`src/rtl/fsk_sched_pkg.sv`:
```
// Shared types and constants for the FSK TDM frame scheduler.
// Imported by the scheduler top and its serializer.
package fsk_sched_pkg;

  typedef enum logic [1:0] {
    S_IDLE = 2'd0,
    S_SYNC = 2'd1,
    S_SLOT = 2'd2
  } sched_state_t;

  localparam int          WORD_W_D    = 9;
  localparam logic [8:0]  SYNC_WORD_D = 9'h1B5;
  localparam logic [8:0]  IDLE_WORD_D = 9'h000;

  function automatic int idx_w(input int n);
    return (n <= 2) ? 1 : $clog2(n);
  endfunction

endpackage

```
`src/rtl/fsk_piso.sv`:
```
// Parallel-load, shift-left register; MSB drives the serial link.
// Load has priority over shift; zeros enter at the LSB.
module fsk_piso
  import fsk_sched_pkg::*;
#(
  parameter int W = WORD_W_D
) (
  input  logic         clk,
  input  logic         reset,
  input  logic         load,
  input  logic         shift,
  input  logic [W-1:0] din,
  output logic         msb
);

  logic [W-1:0] sr;

  // Hold, load a new segment word, or shift one bit out.
  always_ff @(posedge clk or posedge reset) begin
    if (reset) begin
      sr <= '0;
    end else if (load) begin
      sr <= din;
    end else if (shift) begin
      sr <= {sr[W-2:0], 1'b0};
    end
  end

  assign msb = sr[W-1];

endmodule

```
`src/rtl/fsk_tdm_scheduler.sv`:
```
// TDM frame scheduler: sync word then one slot per channel, MSB-first,
// one bit per FSK bit clock, with a one-cycle ack per word taken.
module fsk_tdm_scheduler
  import fsk_sched_pkg::*;
#(
  parameter int               NCH       = 4,
  parameter int               WORD_W    = WORD_W_D,
  parameter logic [WORD_W-1:0] SYNC_WORD = SYNC_WORD_D,
  parameter logic [WORD_W-1:0] IDLE_WORD = IDLE_WORD_D
) (
  input  logic                  clk,
  input  logic                  reset,
  input  logic                  enable,
  input  logic [NCH-1:0]        req,
  input  logic [NCH*WORD_W-1:0] datain,
  output logic [NCH-1:0]        ack,
  output logic                  txbit,
  output logic                  txvalid,
  output logic                  frame_start,
  output logic [2:0]            slot_id,
  output logic                  busy
);

  localparam int SW = idx_w(NCH);
  localparam int BW = idx_w(WORD_W);
  localparam logic [SW-1:0] SLAST = SW'(NCH - 1);
  localparam logic [BW-1:0] BLAST = BW'(WORD_W - 1);

  sched_state_t  state, state_n;
  logic [BW-1:0] bitcnt, bit_n;
  logic [SW-1:0] slotcnt, slot_n;
  logic [NCH-1:0] ack_q, ack_n;
  logic          load, shift, msb;
  logic [WORD_W-1:0] din;

  // State, counters and the registered ack pulse.
  always_ff @(posedge clk or posedge reset) begin
    if (reset) begin
      state   <= S_IDLE;
      bitcnt  <= '0;
      slotcnt <= '0;
      ack_q   <= '0;
    end else begin
      state   <= state_n;
      bitcnt  <= bit_n;
      slotcnt <= slot_n;
      ack_q   <= ack_n;
    end
  end

  // Segment sequencing; the next word is loaded on the segment's last edge.
  always_comb begin
    state_n = state;
    bit_n   = bitcnt;
    slot_n  = slotcnt;
    ack_n   = '0;
    load    = 1'b0;
    shift   = 1'b0;
    din     = IDLE_WORD;
    unique case (state)
      S_IDLE: begin
        bit_n  = '0;
        slot_n = '0;
        if (enable) begin
          state_n = S_SYNC;
          load    = 1'b1;
          din     = SYNC_WORD;
        end
      end
      S_SYNC, S_SLOT: begin
        if (bitcnt == BLAST) begin
          bit_n = '0;
          if (state == S_SYNC || slotcnt != SLAST) begin
            state_n = S_SLOT;
            slot_n  = (state == S_SYNC) ? '0 : slotcnt + 1'b1;
            load    = 1'b1;
            if (req[slot_n]) begin
              din           = datain[slot_n*WORD_W +: WORD_W];
              ack_n[slot_n] = 1'b1;
            end
          end else if (enable) begin
            state_n = S_SYNC;
            slot_n  = '0;
            load    = 1'b1;
            din     = SYNC_WORD;
          end else begin
            state_n = S_IDLE;
            slot_n  = '0;
          end
        end else begin
          bit_n = bitcnt + 1'b1;
          shift = 1'b1;
        end
      end
      default: begin
        state_n = S_IDLE;
        bit_n   = '0;
        slot_n  = '0;
      end
    endcase
  end

  fsk_piso #(.W(WORD_W)) u_piso (
    .clk   (clk),
    .reset (reset),
    .load  (load),
    .shift (shift),
    .din   (din),
    .msb   (msb)
  );

  assign busy        = (state == S_SYNC) || (state == S_SLOT);
  assign txvalid     = busy;
  assign txbit       = busy & msb;
  assign frame_start = (state == S_SYNC) && (bitcnt == '0);
  assign slot_id     = (state == S_SLOT) ? 3'(slotcnt) : 3'd0;
  assign ack         = ack_q;

endmodule

```
`config.mk`:
```
export PLATFORM = sky130hd
export DESIGN_NAME = fsk_tdm_scheduler
export DESIGN_NICKNAME = d
export VERILOG_FILES = /design/src/rtl/fsk_sched_pkg.sv /design/src/rtl/fsk_piso.sv /design/src/rtl/fsk_tdm_scheduler.sv
export SDC_FILE = /design/constraint.sdc
export NUM_CORES = 1
export LEC_CHECK = 0
export CAP_MARGIN = 10
export CORE_ASPECT_RATIO = 0.5
export CORE_MARGIN = 8
export CORE_UTILIZATION = 40
export DETAILED_ROUTE_END_ITERATION = 7
export GPL_TIMING_DRIVEN = 0
export PLACE_DENSITY_LB_ADDON = 0.08
export SYNTH_ARGS = -nofsm -noshare
export SYNTH_HDL_FRONTEND = slang
export SYNTH_HIERARCHICAL = 1
export SYNTH_SLANG_ARGS = --single-unit
```
`constraint.sdc`:
```
create_clock -name clk -period 2 [get_ports clk]
set_input_delay 0.2 -clock clk [delete_from_list [all_inputs] [get_ports clk]]
set_output_delay 0.2 -clock clk [all_outputs]
set_load 0.05 [all_outputs]
```
---- Word-level counts from Yosys, hierarchy flattened ----
Cells that the tools add are included.
Widths: inputs -> output; s select.
storage, ports and cells
  bits in registers ....................... 21
  input port bits ......................... 43
  output and inout bits ................... 11
  word-level logic and storage cells ...... 60
operators by class
  $add $sub $neg .......................... 2
  multipliers ............................. 1
  order comparisons ....................... 2
  equality and inequality tests ........... 6
  shifts and indexed selects .............. 1
  multiplexer cells ....................... 33
  bitwise logic cells ..................... 1
  reduce and logical (&&, ||, !) cells .... 9
operator list
  kind                 number
  $mux 9               6
  $shiftx 36x7->9      1
  $mux 4               6
  $pmux 9 s2           1
  $mux 2               8
  $mux 1               8
  $mul 2x4->6 const B  1
  $ne 2x2->1 const B   3
  $add 4x1->4 const B  1
  $eq 4x4->1 const B   1
  $logic_not 4->1      1
  $pmux 2 s2           1
  $lt 2x3->1 const B   1
  $add 2x1->2 const B  1
  $bmux 1 s2           1
  $demux 1 s2          1
  $eq 2x1->1 const B   1
  $eq 2x2->1 const B   1
  $ge 2x1->1 const B   1
  $logic_and 1x1->1    2
  $logic_not 2->1      1
  $logic_or 1x1->1     2
  $pmux 1 s2           1
  $reduce_and 2->1     1
  3 further kinds      3

---- Depth between registers and ports, before layout ----
  word-level depth ........................ 10
  gate-level depth with buffers ........... 10
  mapped depth without buffers ............ 8

---- Modules after synthesis ----
Netlist, hierarchy kept.
modules (own cells, without submodules)
  module             times used  cells each  area each (µm²)  sequential area each (µm²)
  fsk_tdm_scheduler  1           132         1113.6           300.3
  fsk_piso           1           40          439.2            225.2

---- Worst setup path after synthesis ----
Ideal clock, no wire load.
  path type ............................... register to output
  from .................................... register state[1]
  to ...................................... output port frame_start
  arrival ................................. 1.964 ns
  required time ........................... 1.800 ns
  setup slack ............................. -0.164 ns
  stages on the path, launching flop included .. 5
  path buffers ............................ 0
  cell sequence ........................... dfrtp_1 > inv_1 > ha_1 > inv_1 > nor3b_1
on the way
  cells in the longest elaborated chain, start to end .. 2
RTL lines
  item                    line                      source
  from (decl)             fsk_tdm_scheduler.sv:29   sched_state_t state, state_n;
  from (signal assigned)  fsk_tdm_scheduler.sv:44   state <= state_n;
  $eq 2x1->1              fsk_tdm_scheduler.sv:115  assign frame_start = (state == S_SYNC) && (bitcnt == '0);
  $logic_and 1x1->1       fsk_tdm_scheduler.sv:115
  to (decl)               fsk_tdm_scheduler.sv:19   output logic frame_start,
Every way passes these cells.

---- Worst setup path after layout ----
  from .................................... register state[0]
  to ...................................... register u_piso.sr[5]
on the way
  elaborated cells between the ends (all ways) .. 20
  classes of those cells .................. 1 x mul; 2 x eq/ne; 1 x shift; 12 x mux; 4 x reduce/logical
RTL lines
  item                                                line                                              source
  $eq 2x1->1                                          fsk_tdm_scheduler.sv:60, fsk_tdm_scheduler.sv:73
  $logic_or 1x1->1                                    fsk_tdm_scheduler.sv:73                           if (state == S_SYNC || slotcnt != SLAST) begin
  $mux 1                                              fsk_tdm_scheduler.sv:73
  $mux 1                                              fsk_tdm_scheduler.sv:71                           if (bitcnt == BLAST) begin
  $pmux 1 s2 *                                        fsk_tdm_scheduler.sv:60                           unique case (state)
  via load                                            fsk_tdm_scheduler.sv:33                           logic load, shift, msb;
  $mux 9 / $reduce_bool 2->1 (equally long branches)  -
  to (signal assigned)                                fsk_piso.sv:23                                    sr <= din;
  to (signal assigned)                                fsk_piso.sv:25                                    sr <= {sr[W-2:0], 1'b0};
  to (decl)                                           fsk_piso.sv:16                                    logic [W-1:0] sr;
Mark *: on every way through the listed nets, which the timed path passes. The rest lies on a longest branch. The select of a mux whose other input is x is not followed.
A chain may end at the register's enable or synchronous reset.

==> out/results.tsv <==
stage	metric	value	unit
sta	hold_ws	227	ps
grt	Overflow after GRT	0	
logic_synthesis	Yosys top cell area share	0.338	
layout	Finished Cell Area	0.00227	sq mm
routing	per-cell routed wire length	15.6	microns
floorplanning	Core Region	0.00380	sq mm
floorplanning	die area	0.00625	sq mm
layout	Storage cell area	526	sq um
clock_tree	clock root buffer	clkbuf_8	
critical_path	r2r startpoint	state[0]	
critical_path	Worst Setup SP	state[0]	
logic_synthesis	part of the Yosys area used for sequential elements	0.338	
clock_tree	H-tree levels	1	
logic_synthesis	Syn Inst Count	172	
power_and_ir_drop	total chip power	2.07	mW
layout	final core utilization	0.598	
sta	final hold vios	0	
clock_tree	worst skew pair latency	270	ps
power_and_ir_drop	clock network fraction of design power	0.138	
floorplanning	Row Count	16	
routing	vias	1444	
sta	f_max	515	MHz
status	status	finished, final reports clean	
routing	Post-DRT Antenna Nets	0	
logic_synthesis	Synth Net Count	222	
grt	initial antenna violation count	0	
critical_path	Setup Crit Path Kind	flip-flop to flip-flop	
power_and_ir_drop	PD cells	909	mW/mm^2
clock_tree	Clock transition at path regs	80	ps
power_and_ir_drop	Sw Pwr	0.882	mW
sta	Slew @ Worst Pin	503	ps
power_and_ir_drop	P_int	1.19	mW
logic_synthesis	Post-synth EDFFs	0	
layout	Multi-input gate area	958	sq um
sta	RSZ-0062 raised after global routing	true	
grt	GRT Total Usage	0.139	
logic_synthesis	ranking of synthesized cells by area	dfrtp_1 34%, mux2i_1 12%, ha_1 5.6%, a21oi_1 4.2%, nand2_1 4.1%	
grt	largest net degree at the start of global routing	13	
floorplanning	Die Ht	60.1	microns
layout	layout cell share with drive strength beyond 1	0.169	
sta	Final Setup Violations	0	
logic_synthesis	#FFs+latches synth	21	
floorplanning	DIE WIDTH	104	microns
critical_path	worst r2r path cells	10	
floorplanning	IO Count	54	
logic_synthesis	synth cell count leaders	21 x dfrtp_1, 18 x mux2i_1, 17 x nand2_1, 13 x a21oi_1, 11 x inv_1	
sta	Final Skew	4.39	ps
place	PortBufs	52	
routing	initial DRC count	76	
power_and_ir_drop	sequential share of power	0.286	
power_and_ir_drop	Leak Pwr	0.945	nW
clock_tree	Clock Sinks	21	
place	Placed Cells	278	
critical_path	Crit. End Element	flip-flop	
place	Cell Area, Placed	0.00215	sq mm
sta	final setup TNS	0	ps
logic_synthesis	Yosys top cell by area	dfrtp_1	
routing	Post-Route WL	4450	microns
power_and_ir_drop	maximum vdd drop	0.696	mV
place	Worst Setup Slack post-DPL	-200	ps
critical_path	CP max FO	10	
critical_path	Reg-to-Reg End	u_piso/sr[5]	
routing	residual DRC count	0	
flow_run	Max-Cap Viols	0	
critical_path	worst path arrival time	2090	ps
clock_tree	CTS Buffer Depth	2	
place	Routability Congestion	0.808	
sta	Slew Viols, Final	0	
power_and_ir_drop	sw frac	0.427	
floorplanning	starting density of the core	0.408	
critical_path	reg-to-reg setup timing slack	60	ps
routing	DRT Pass-1 Iters	4	
layout	antenna diode count	0	
sta	slew margin rel.	0.663	
critical_path	data required time of the worst path	2150	ps
grt	first-pass GRT wire length	6960	microns
clock_tree	CTS Buf Count	3	
layout	filler cell count	334	
layout	P&R area growth vs syn	46.5	%
logic_synthesis	Post-Syn Area per Cell	9.03	sq um
place	dpl hpwl	3600	microns
logic_synthesis	ys async rst share	1.00	
critical_path	crit path launch type	flip-flop	
routing	drt via density	5.07	
logic_synthesis	Synth Flop Type	dfrtp_1	
sta	fin crit share	0.970	
grt	vias in the first global route	1398	
clock_tree	TritonCTS clock tree	yes	
logic_synthesis	cell with the most instances after synthesis	dfrtp_1	
worst_hold_path	hold crit path type	input pin to async pin	
logic_synthesis	Syn Std Cell Area	0.00155	sq mm
logic_synthesis	Yosys cell types	44	
layout	nets	282	
logic_synthesis	synth warn	6	
power_and_ir_drop	Comb power frac	0.576	
sta	final setup margin	59.1	ps
layout	Finished Layout Cells	285	
clock_tree	CTS Hold Bufs	0	
critical_path	Critical Path End	u_piso/sr[5]	
sta	fin crit period	1940	ps
routing by layer:
| layer | track usage | share of wire | wire length, microns |
|---|---|---|---|
| met1 | 0.180 | 0.48 | 2150 |
| met2 | 0.235 | 0.48 | 2120 |
| met3 | 0.0376 | 0.038 | 170 |
| met4 | 0.0183 | 0.0027 | 12 |
| met5 | 0 | 0 | 0 |
power by group through the flow:
| stage | clock network, mW | registers, mW | logic, mW |
|---|---|---|---|
| 2_1_floorplan | 0 | 0.580 | 0.814 |
| 3_3_place_gp | 0 | 0.597 | 1.11 |
| 3_5_place_dp | 0 | 0.603 | 1.12 |
| 4_1_cts | 0.290 | 0.598 | 1.12 |
| 5_1_grt | 0.307 | 0.599 | 1.30 |
| 6_report | 0.286 | 0.591 | 1.19 |
sequential cells by signal (all words and copies together) (netlist names):
name	cells
ack	4
bitcnt	4
state	2
slotcnt	2
u_piso/sr	9
cell usage in the layout (no fill, tap or decap), drive strengths merged, types with 4 or more instances in the layout:
cell type,count
clkbuf,5
clkdlybuf4s50,46
buf,13
and2,4
o21ai,13
mux2i,18
nor3,6
a211o,5
inv,11
a21oi,14
nor2,9
ha,7
nand2,17
dfrtp,21
a211oi,5
worst min path at each step:
| stage | from | end | slack, ps | depth (start not counted) |
|---|---|---|---|---|
| 2_1_floorplan | reset | u_piso/sr[0] | 30 | 1 |
| 3_3_place_gp | bitcnt[0] | bitcnt[0] | 490 | 1 |
| 3_5_place_dp | bitcnt[0] | bitcnt[0] | 500 | 1 |
| 4_1_cts | reset | u_piso/sr[8] | 240 | 2 |
| 5_1_grt | reset | u_piso/sr[6] | 270 | 2 |
| 6_report | reset | u_piso/sr[4] | 230 | 2 |
worst max-delay path: stages (launching register included):
cell,delay (ps)
dfrtp_1,380
buf_4,150
ha_4,180
or2b_1,270
nand4_1,130
o22a_2,260
inv_2,50
buf_6,140
buf_8,130
nand2_1,70
o21ai_1,70
what timing repair did:
item,CTS,global route
endpoints found under the hold margin,0,0
gates resized for setup,13,16
endpoints found under the setup margin,15,11
setup buffers,0,3
pin swaps,0,3
final cells by class:
cell class | count | share of cell area
repair buffers | 55 | 0.237
flip-flops and latches | 21 | 0.231
plain buffers | 10 | 0.0418
inverters | 12 | 0.0198
multi-input cells | 129 | 0.421
clock buffers | 4 | 0.0198
well taps | 54 | 0.0297
kinds of logic after synthesis:
logic type      share of synthesized area
fa+ha+maj                          0.0564
buf+inv                            0.0846
compound gates                      0.218
simple gates                        0.173
mux                                 0.116
flops                               0.338
other cells                       0.00242
xor+xnor                           0.0113
No activity file was read; power rests on OpenSTA's default activity.
